File: src/rtl/scr_pkg.sv
// scr_pkg: shared constants and lock-state encoding for the 64b/66b receive path
package scr_pkg;
  localparam int TAP_A = 39;
  localparam int TAP_B = 58;
  localparam logic [1:0] SYNC_DATA = 2'b01;
  localparam logic [1:0] SYNC_CTRL = 2'b10;
  typedef enum logic [1:0] {HUNT, SLIP_WAIT, LOCKED} lock_state_t;
endpackage

File: src/rtl/descrambler_core.sv
// descrambler_core: combinational x^58+x^39+1 self-synchronous descramble of one 64-bit payload
//   prev    - upper TAP_B bits of the previous scrambled payload (bits 63:64-TAP_B)
//   payload - current scrambled payload, bit 0 first on the wire
//   data    - descrambled payload
module descrambler_core
  import scr_pkg::*;
(
  input  logic [TAP_B-1:0] prev,
  input  logic [63:0]      payload,
  output logic [63:0]      data
);
  logic [TAP_B+63:0] e;
  assign e = {payload, prev};
  assign data = e[TAP_B +: 64] ^ e[TAP_B-TAP_A +: 64] ^ e[63:0];
endmodule

File: src/rtl/rx_block_lock_descrambler.sv
// rx_block_lock_descrambler: 66-bit block lock acquisition with bit-slip requests and payload descrambling
//   clock, reset          - clock and synchronous active-high reset
//   in_valid, in_block    - raw block from the gearbox, [65:64] sync header, [63:0] scrambled payload
//   slip                  - one-cycle request to shift gearbox alignment by one bit
//   block_lock            - lock status
//   out_valid             - out_header/out_data carry a block received while locked
//   out_header, out_data  - registered sync header and descrambled payload
//   hdr_err               - the block just emitted had an invalid sync header
module rx_block_lock_descrambler
  import scr_pkg::*;
#(
  parameter int LOCK_CNT  = 64,
  parameter int ERR_LIMIT = 16,
  parameter int WIN_LEN   = 64,
  parameter int SLIP_WAIT = 4
) (
  input  logic        clock,
  input  logic        reset,
  input  logic        in_valid,
  input  logic [65:0] in_block,
  output logic        slip,
  output logic        block_lock,
  output logic        out_valid,
  output logic [1:0]  out_header,
  output logic [63:0] out_data,
  output logic        hdr_err
);
  localparam int SHW = $clog2(LOCK_CNT + 1);
  localparam int BDW = $clog2(ERR_LIMIT + 1);
  localparam int WNW = $clog2(WIN_LEN + 1);
  localparam int WTW = $clog2(SLIP_WAIT + 1);
  lock_state_t state, state_n;
  logic [SHW-1:0] sh_cnt, sh_cnt_n;
  logic [BDW-1:0] bad_cnt, bad_cnt_n;
  logic [WNW-1:0] win_cnt, win_cnt_n;
  logic [WTW-1:0] wait_cnt, wait_cnt_n;
  logic [TAP_B-1:0] prev;
  logic [63:0] data;
  logic hdr_ok, slip_n;
  assign hdr_ok = in_block[65:64] == SYNC_DATA || in_block[65:64] == SYNC_CTRL;
  assign block_lock = state == LOCKED;
  descrambler_core u_core (.prev(prev), .payload(in_block[63:0]), .data(data));
  always_comb begin
    state_n = state;
    sh_cnt_n = sh_cnt;
    bad_cnt_n = bad_cnt;
    win_cnt_n = win_cnt;
    wait_cnt_n = wait_cnt;
    slip_n = 1'b0;
    if (in_valid)
      case (state)
        HUNT:
          if (!hdr_ok) begin
            slip_n = 1'b1;
            sh_cnt_n = '0;
            wait_cnt_n = '0;
            state_n = scr_pkg::SLIP_WAIT;
          end else if (sh_cnt == SHW'(LOCK_CNT - 1)) begin
            state_n = LOCKED;
            sh_cnt_n = '0;
            bad_cnt_n = '0;
            win_cnt_n = '0;
          end else
            sh_cnt_n = sh_cnt + 1'b1;
        scr_pkg::SLIP_WAIT:
          if (wait_cnt == WTW'(SLIP_WAIT - 1)) begin
            state_n = HUNT;
            wait_cnt_n = '0;
          end else
            wait_cnt_n = wait_cnt + 1'b1;
        LOCKED:
          // loss of lock is tested first so it wins over the window wrap
          if (!hdr_ok && bad_cnt == BDW'(ERR_LIMIT - 1)) begin
            slip_n = 1'b1;
            state_n = scr_pkg::SLIP_WAIT;
            bad_cnt_n = '0;
            win_cnt_n = '0;
            wait_cnt_n = '0;
          end else if (win_cnt == WNW'(WIN_LEN - 1)) begin
            bad_cnt_n = '0;
            win_cnt_n = '0;
          end else begin
            win_cnt_n = win_cnt + 1'b1;
            bad_cnt_n = bad_cnt + BDW'(!hdr_ok);
          end
        default: state_n = HUNT;
      endcase
  end
  always_ff @(posedge clock) begin
    if (reset) begin
      state <= HUNT;
      sh_cnt <= '0;
      bad_cnt <= '0;
      win_cnt <= '0;
      wait_cnt <= '0;
      prev <= '0;
      slip <= 1'b0;
      out_valid <= 1'b0;
      out_header <= '0;
      out_data <= '0;
      hdr_err <= 1'b0;
    end else begin
      state <= state_n;
      sh_cnt <= sh_cnt_n;
      bad_cnt <= bad_cnt_n;
      win_cnt <= win_cnt_n;
      wait_cnt <= wait_cnt_n;
      slip <= slip_n;
      out_valid <= in_valid && state == LOCKED;
      if (in_valid) begin
        prev <= in_block[63:64-TAP_B];
        out_header <= in_block[65:64];
        out_data <= data;
        hdr_err <= !hdr_ok;
      end
    end
  end
endmodule
File: config.mk
export PLATFORM = sky130hd
export DESIGN_NAME = rx_block_lock_descrambler
export DESIGN_NICKNAME = d
export VERILOG_FILES = /design/src/rtl/scr_pkg.sv /design/src/rtl/descrambler_core.sv /design/src/rtl/rx_block_lock_descrambler.sv
export SDC_FILE = /design/constraint.sdc
export NUM_CORES = 1
export LEC_CHECK = 0
export BUFFER_PORTS_ARGS = -buffer_cell sky130_fd_sc_hd__buf_4
export CORE_MARGIN = 2
export CORE_UTILIZATION = 33
export CTS_CLUSTER_SIZE = 14
export DETAILED_ROUTE_END_ITERATION = 7
export PLACE_DENSITY_LB_ADDON = 0.1
export SLEW_MARGIN = 25
export SYNTH_ARGS = -nofsm -noshare
export SYNTH_HDL_FRONTEND = slang
export SYNTH_SLANG_ARGS = --single-unit
File: constraint.sdc
create_clock -name clock -period 2.4 [get_ports clock]
set_input_delay 0.48 -clock clock [delete_from_list [all_inputs] [get_ports clock]]
set_output_delay 0.48 -clock clock [all_outputs]
set_load 0.005 [all_outputs]
==> flow_metrics.py, run 1 <==
metrics = {
    "cts": {
        "clkLatencyLatePin_ns": 0.42,
        "clockBufferDepth": 2,
        "tritoncts": "built",
        "numCtsBuffers": 17,
        "cts.root.buffer_cell": "clkbuf_16",
        "htreeDepth": 4,
        "clock_sinks": 151,
        "clk_pin_slew_worst_paths_ns": 0.06,
    },
    "drt": {
        "drtIter0Drc": 199,
        "viasPerCell": 4.57,
        "final_antenna_net_count": 0,
        "drcViolationCount": 0,
        "wl_met3_um": 889,
        "drtPass1Iterations": 4,
        "routedWlPerCell_um": 15.4,
        "route.met2.wl_um": 7530,
        "wl_met1_um": 8230,
        "dr_total_vias": 5012,
        "wirelength_um": 16900,
        "highest-signal-layer": "met4",
    },
    "setup_path": {
        "crit_required_ns": 2.66,
        "crit_fanout": 12,
        "cp_cell_sequence": "nand3b_1, o31ai_1, nor2_2, a21oi_1, o32ai_1",
        "cp.arrival_ns": 2.31,
        "crit_path_max_incr_delay_ns": 0.74,
        "critPathKind": "reg -> reg",
        "end_kind": "flip-flop",
        "critPathLaunchType": "flip-flop",
        "cp_slowest_cell": "o31ai_1",
        "r2r_start": "bad_cnt[3]",
        "cp-startpoint": "bad_cnt[3]",
    },
    "logic_synthesis": {
        "ys_types": 39,
        "ys_seq_area_frac": 0.448,
        "synth_common_cells": "151 x dfxtp_1, 138 x nor2_1, 129 x xnor2_1, 127 x mux2i_1, 19 x clkbuf_1",
        "synth_edf_count": 0,
        "netlist_area_um2": 6740,
        "muxShareOfSynthArea": 0.189,
        "yosys.area_share.adder": 0.00928,
        "syn_area_per_cell_um2": 9.83,
        "synth_fp_nets": 760,
        "synth_seq_cells": 151,
        "synthCells": 686,
        "synth-simple-area-share": 0.127,
        "synth_top_family_by_area": "multiplexers",
        "ys_dominant_reg_cell": "dfxtp_1",
        "yosysTopAreaCell": "dfxtp_1",
        "async_reset_ff_frac": 0,
        "yosys.area.top_type_share": 0.448,
        "synth_most_common_cell": "dfxtp_1",
        "synth_xor_area_frac": 0.173,
        "synth_area_leaders": "dfxtp_1 45%, mux2i_1 19%, xnor2_1 17%, nor2_1 7.7%, a21oi_1 1.2%",
        "synth_compound_area_frac": 0.0306,
        "yosysWarnings": 0,
    },
    "global_routing": {
        "grt_usage": 0.160,
        "grt_pass1_wl_um": 27100,
        "grt_max_degree": 95,
        "grt_overflow": 0,
        "antenna_found_initial": 0,
        "first_global_vias": 4858,
    },
    "floorplan": {
        "die_w_um": 147,
        "die_h_um": 147,
        "coreArea_um2": 20200,
        "boundaryPins": 139,
        "initial_utilization": 0.334,
        "die_area_um2": 21600,
        "rows": 52,
    },
    "sta": {
        "tns_ns": 0,
        "hold_violations": 0,
        "worstMarginPinSlew_ns": 0.822,
        "period_share": 0.853,
        "skew_ns": 0.00849,
        "setup_viol": 0,
        "fmax_mhz": 488,
        "slew_violations": 0,
        "relSlewSlack": 0.447,
        "rsz0062_at_grt": "no",
        "post-route-min-period_ns": 2.05,
    },
    "outcome": {
        "status": "finished clean",
    },
    "place": {
        "gp_congestion": 0.778,
        "hpwl_um": 12300,
        "port_buffers": 138,
    },
    "layout": {
        "fillerInstances": 2022,
        "antenna_cells": 0,
        "drive_above_1_share": 0.219,
        "areaGrowthSynthToFinish_pct": 29.2,
        "final_nets": 887,
    },
    "worst_hold_path": {
        "min_path_type": "in -> reg",
        "min-delay-start": "in_block[52]",
    },
    "pwr": {
        "vdd_drop_max_v": 0.000444,
        "p_per_area_nw_per_um2": 780,
        "finalPower_mw": 6.79,
        "p_leak_nw": 3.71,
    },
    "flow_run": {
        "max_cap_violations": 0,
    },
}
[flip-flops by register name, indices dropped and copies added (netlist names)]
register    cells
slip            1
hdr_err         1
win_cnt         7
sh_cnt          7
wait_cnt        3
state           2
out_data       64
out_valid       1
prev           58
out_header      2
bad_cnt         5
[kinds of logic after synthesis]
family                   Yosys count
AO/OA/AOI/OAI                     35
multiplexers                     127
AND/OR/NAND/NOR                  195
buffers and inverters             41
adder cells (fa/ha/maj)            5
flip-flops                       151
XOR/XNOR                         132
[power by group]
part | leakage (nW) | internal (mW) | total [mW] | switching, mW
clock | 0.316 | 1.86 | 2.92 | 1.07
sequential | 1.24 | 2.68 | 2.81 | 0.126
combinational | 2.15 | 0.576 | 1.06 | 0.482
[path summary, 6_finish.rpt]
check,to,slack [ns],cells after the start
setup / recovery,bad_cnt[4],0.35,5
hold / removal,prev[46],0.32,3
setup reg to reg,bad_cnt[4],0.35,5
hold reg to reg,wait_cnt[2],0.45,2
[final cells by class]
cell class              instances  area [µm²]  share of cell area
flip-flops and latches        151        3020               0.347
well taps                     270         338              0.0388
clock buffers                  22         484              0.0556
multi-input cells             494        3560               0.409
clock inverters                10         168              0.0192
repair buffers                143        1110               0.128
inverters                       6        22.5             0.00259
[placed cells by master (no fill, tap or decap), types with 7 or more instances in the layout]
cell type and count:
nand2_1 14, xnor2_1 129, nand3_1 13, buf_4 139, nor2_1 137, dfxtp_1 151
a21oi_1 16, mux2i_1 127, o21ai_0 7, clkbuf_16 17
[critical path, delay by kind of cell (launching register included)]
family / cells / cell delay [ns]
AO/OA/AOI/OAI: 3 / 1.06
AND/OR/NAND/NOR: 2 / 0.43
flip-flops: 1 / 0.40
[through the flow]
stage	utilization	setup slack, ns	cell area [µm²]	hold slack (ns)	cells
2_1_floorplan	-	0.555	6740	0.421	686
3_3_place_gp	0.399	0.166	8060	0.432	1064
3_5_place_dp	0.399	0.0570	8060	0.436	1064
4_1_cts	0.432	0.206	8710	0.300	1096
5_1_grt	0.432	0.191	8710	0.305	1096
6_report	0.432	0.352	8710	0.319	1096
[what timing repair did]
item / 4_1_cts / 5_1_grt
setup buffers: 0 / 0
hold buffers: 0 / 0
gates resized for setup: 0 / 1
endpoints found under the setup margin: 0 / 2
[per-layer routing]
layer	up-vias	track usage
met5	-	0
met4	0	0.0519
met3	17	0.0388
met2	129	0.238
met1	2338	0.229
li1	2528	-
(Power assumes the default switching activity.)
==> run 2, diff against run 1 <==
SYNTH_HIERARCHICAL = 1   (was unset)
clock period = 2 ns   (was 2.4 ns; I/O delays follow)
==> run 2 against run 1 <==
Net effect:
- sequential share of layout area down 2.0 points
- die area up 7.5%
- critical path depth unchanged
- clock skew up 0.0021 ns
- synthesized area up 7.7%
- fmax up 13%
- largest cell class unchanged
- utilization down 0.53 points
- non-clock buffer count up 4
- worst hold slack worse by 0.085 ns
- worst setup slack worse by 0.16 ns
- synthesized cell count down 8.9%
==> flow_metrics.py, run 2 <==
metrics = {
    "outcome": {
        "status": "finished clean",
    },
    "drt": {
        "drtIter0Drc": 274,
        "viasPerCell": 4.73,
        "dr_total_vias": 4964,
        "drcViolationCount": 0,
        "final_antenna_net_count": 0,
        "drtPass1Iterations": 4,
        "wirelength_um": 17800,
        "routedWlPerCell_um": 16.9,
    },
    "global_routing": {
        "grt_usage": 0.155,
        "antenna_found_initial": 0,
        "grt_pass1_wl_um": 28300,
        "first_global_vias": 4929,
        "grt_max_degree": 65,
        "grt_overflow": 0,
    },
    "setup_path": {
        "regToRegSetupSlack_ns": 0.19,
        "crit_required_ns": 2.30,
        "critPathLaunchType": "flip-flop",
        "critPathKind": "reg -> reg",
        "r2r_start": "sh_cnt[0]",
        "cp.arrival_ns": 2.11,
        "end_kind": "flip-flop",
        "r2r_cells": 5,
        "r2r-end": "win_cnt[4]",
        "crit_fanout": 8,
    },
    "logic_synthesis": {
        "ys_types": 48,
        "synth_edf_count": 0,
        "yosysTopAreaCell": "dfxtp_1",
        "yosys.area_share.adder": 0.00861,
        "yosysWarnings": 6,
        "synth_top_family_by_area": "XOR/XNOR gates",
        "muxShareOfSynthArea": 0.172,
        "synthCells": 625,
        "synth_xor_area_frac": 0.218,
        "ys_seq_area_frac": 0.416,
        "synth_compound_area_frac": 0.0384,
        "synth_fp_nets": 699,
        "synth_area_leaders": "dfxtp_1 42%, xor3_1 20%, mux2i_1 17%, nor2_1 6.8%, buf_2 0.96%",
        "async_reset_ff_frac": 0,
        "synth-simple-area-share": 0.122,
        "netlist_area_um2": 7260,
        "yosys.area.top_type_share": 0.416,
        "synth_common_cells": "151 x dfxtp_1, 132 x nor2_1, 125 x mux2i_1, 62 x xor3_1, 16 x clkbuf_1",
        "synth_most_common_cell": "dfxtp_1",
        "syn_area_per_cell_um2": 11.6,
        "synth_seq_cells": 151,
        "ys_dominant_reg_cell": "dfxtp_1",
    },
    "layout": {
        "layout_common_cells": "151 x dfxtp_1, 143 x buf_4, 132 x nor2_1",
        "largest_register_ffs": 64,
        "drive_above_1_share": 0.246,
        "final_common_cell": "dfxtp_1",
        "areaGrowthSynthToFinish_pct": 27.4,
        "top_register": "out_data",
        "reg_top3": "out_data x64, prev x58",
        "final_nets": 830,
        "antenna_cells": 0,
    },
    "flow_run": {
        "max_cap_violations": 0,
    },
    "cts": {
        "cts_hold_buf": 0,
        "numCtsBuffers": 17,
        "post-cts-setup-buffers": 0,
        "clk_pin_slew_worst_paths_ns": 0.07,
        "clockBufferDepth": 2,
        "tritoncts": "built",
        "clock_sinks": 151,
        "clkLatencyLatePin_ns": 0.42,
        "htreeDepth": 4,
        "cts_resized": 0,
        "cts.root.buffer_cell": "clkbuf_16",
    },
    "place": {
        "place_ws_ns": 0.107,
        "gp_congestion": 0.760,
        "hpwl_um": 12800,
        "port_buffers": 138,
    },
    "worst_hold_path": {
        "min_path_type": "in -> reg",
        "whs_endpoint": "prev[37]",
        "min-delay-start": "in_block[43]",
        "hold_depth": 3,
    },
    "floorplan": {
        "die_h_um": 152,
        "coreArea_um2": 21700,
        "rows": 54,
        "initial_utilization": 0.335,
        "die_w_um": 152,
        "boundaryPins": 139,
        "die_area_um2": 23200,
    },
    "sta": {
        "rsz0062_at_grt": "no",
        "slew_violations": 0,
        "layout_setup_ws_ns": 0.190,
        "whs_ns": 0.234,
        "fmax_mhz": 552,
        "post-route-min-period_ns": 1.81,
        "hold_violations": 0,
        "worstMarginPinSlew_ns": 0.633,
        "period_share": 0.905,
        "tns_ns": 0,
        "setup_viol": 0,
        "skew_ns": 0.0106,
        "relSlewSlack": 0.574,
    },
    "pwr": {
        "vdd_drop_max_v": 0.000519,
        "finalPower_mw": 8.28,
        "p_per_area_nw_per_um2": 895,
        "p_leak_nw": 4.44,
    },
}
[run 2: cell count changes in the layout (fill, tap and decap cells not counted), moves of 4 or more]
| cell | previous run | this run |
|---|---|---|
| a21oi_1 | 16 | 8 |
| nand3_1 | 13 | 8 |
| nor2b_1 | 2 | 8 |
| xor3_1 | 0 | 62 |
| o211ai_1 | 0 | 5 |
| buf_4 | 139 | 143 |
| nand4_1 | 2 | 8 |
| xnor2_1 | 129 | 1 |
| a31oi_1 | 4 | 0 |
| nor2_1 | 137 | 132 |
| and3_1 | 1 | 5 |
[run 2: worst max-delay path by stage]
| stage | from | end | slack (ns) |
|---|---|---|---|
| final | sh_cnt[0] | win_cnt[4] | 0.19 |
| after global routing | sh_cnt[0] | win_cnt[4] | 0.006 |
| after CTS | sh_cnt[0] | win_cnt[4] | 0.18 |
| after detailed placement | in_block[64] | win_cnt[2] | 0.11 |
| after global placement | in_block[64] | bad_cnt[2] | 0.18 |
| after floorplan | in_block[64] | bad_cnt[4] | 0.37 |
[run 2: final cells by class]
cell class	count	area, µm²
fillers	2051	12400
flip-flops and latches	151	3020
clock inverters	12	199
well taps	280	350
clock buffers	20	457
inverters	6	22.5
multi-input cells	433	4060
repair buffers	147	1140
[run 2: worst max-delay path: stages (launching register included)]
cell and delay (ns):
dfxtp_1 0.33, ha_1 0.23, and4_1 0.27, a31oi_2 0.36
nor2_1 0.19, o311ai_0 0.31
[run 2: per-stage QoR]
| step | cells | instance area [µm²] | utilization |
|---|---|---|---|
| 2_1_floorplan | 625 | 7260 | - |
| 3_3_place_gp | 1017 | 8600 | 0.396 |
| 3_5_place_dp | 1017 | 8600 | 0.396 |
| 4_1_cts | 1049 | 9250 | 0.427 |
| 5_1_grt | 1049 | 9250 | 0.427 |
| 6_report | 1049 | 9250 | 0.427 |
[run 2: layer usage]
layer / global-route usage / part of all wire
met1: 0.209 / 0.48
met2: 0.244 / 0.46
met3: 0.0384 / 0.048
met4: 0.0552 / 0.017
met5: 0 / 0
[run 2: report_power, final]
| group | internal [mW] | switching (mW) |
|---|---|---|
| clock network | 2.28 | 1.29 |
| logic | 0.817 | 0.523 |
| registers | 3.22 | 0.152 |
[run 2: kinds of logic (layout without fill, tap and decap cells)]
group | Yosys count | in the layout
adders and majority gates | 5 | 5
AOI/OAI and AO/OA | 39 | 39
and+or+nand+nor | 195 | 195
DFF | 151 | 151
xor gates and xnor gates | 69 | 69
muxes | 125 | 125
buffers and inverters | 41 | 185
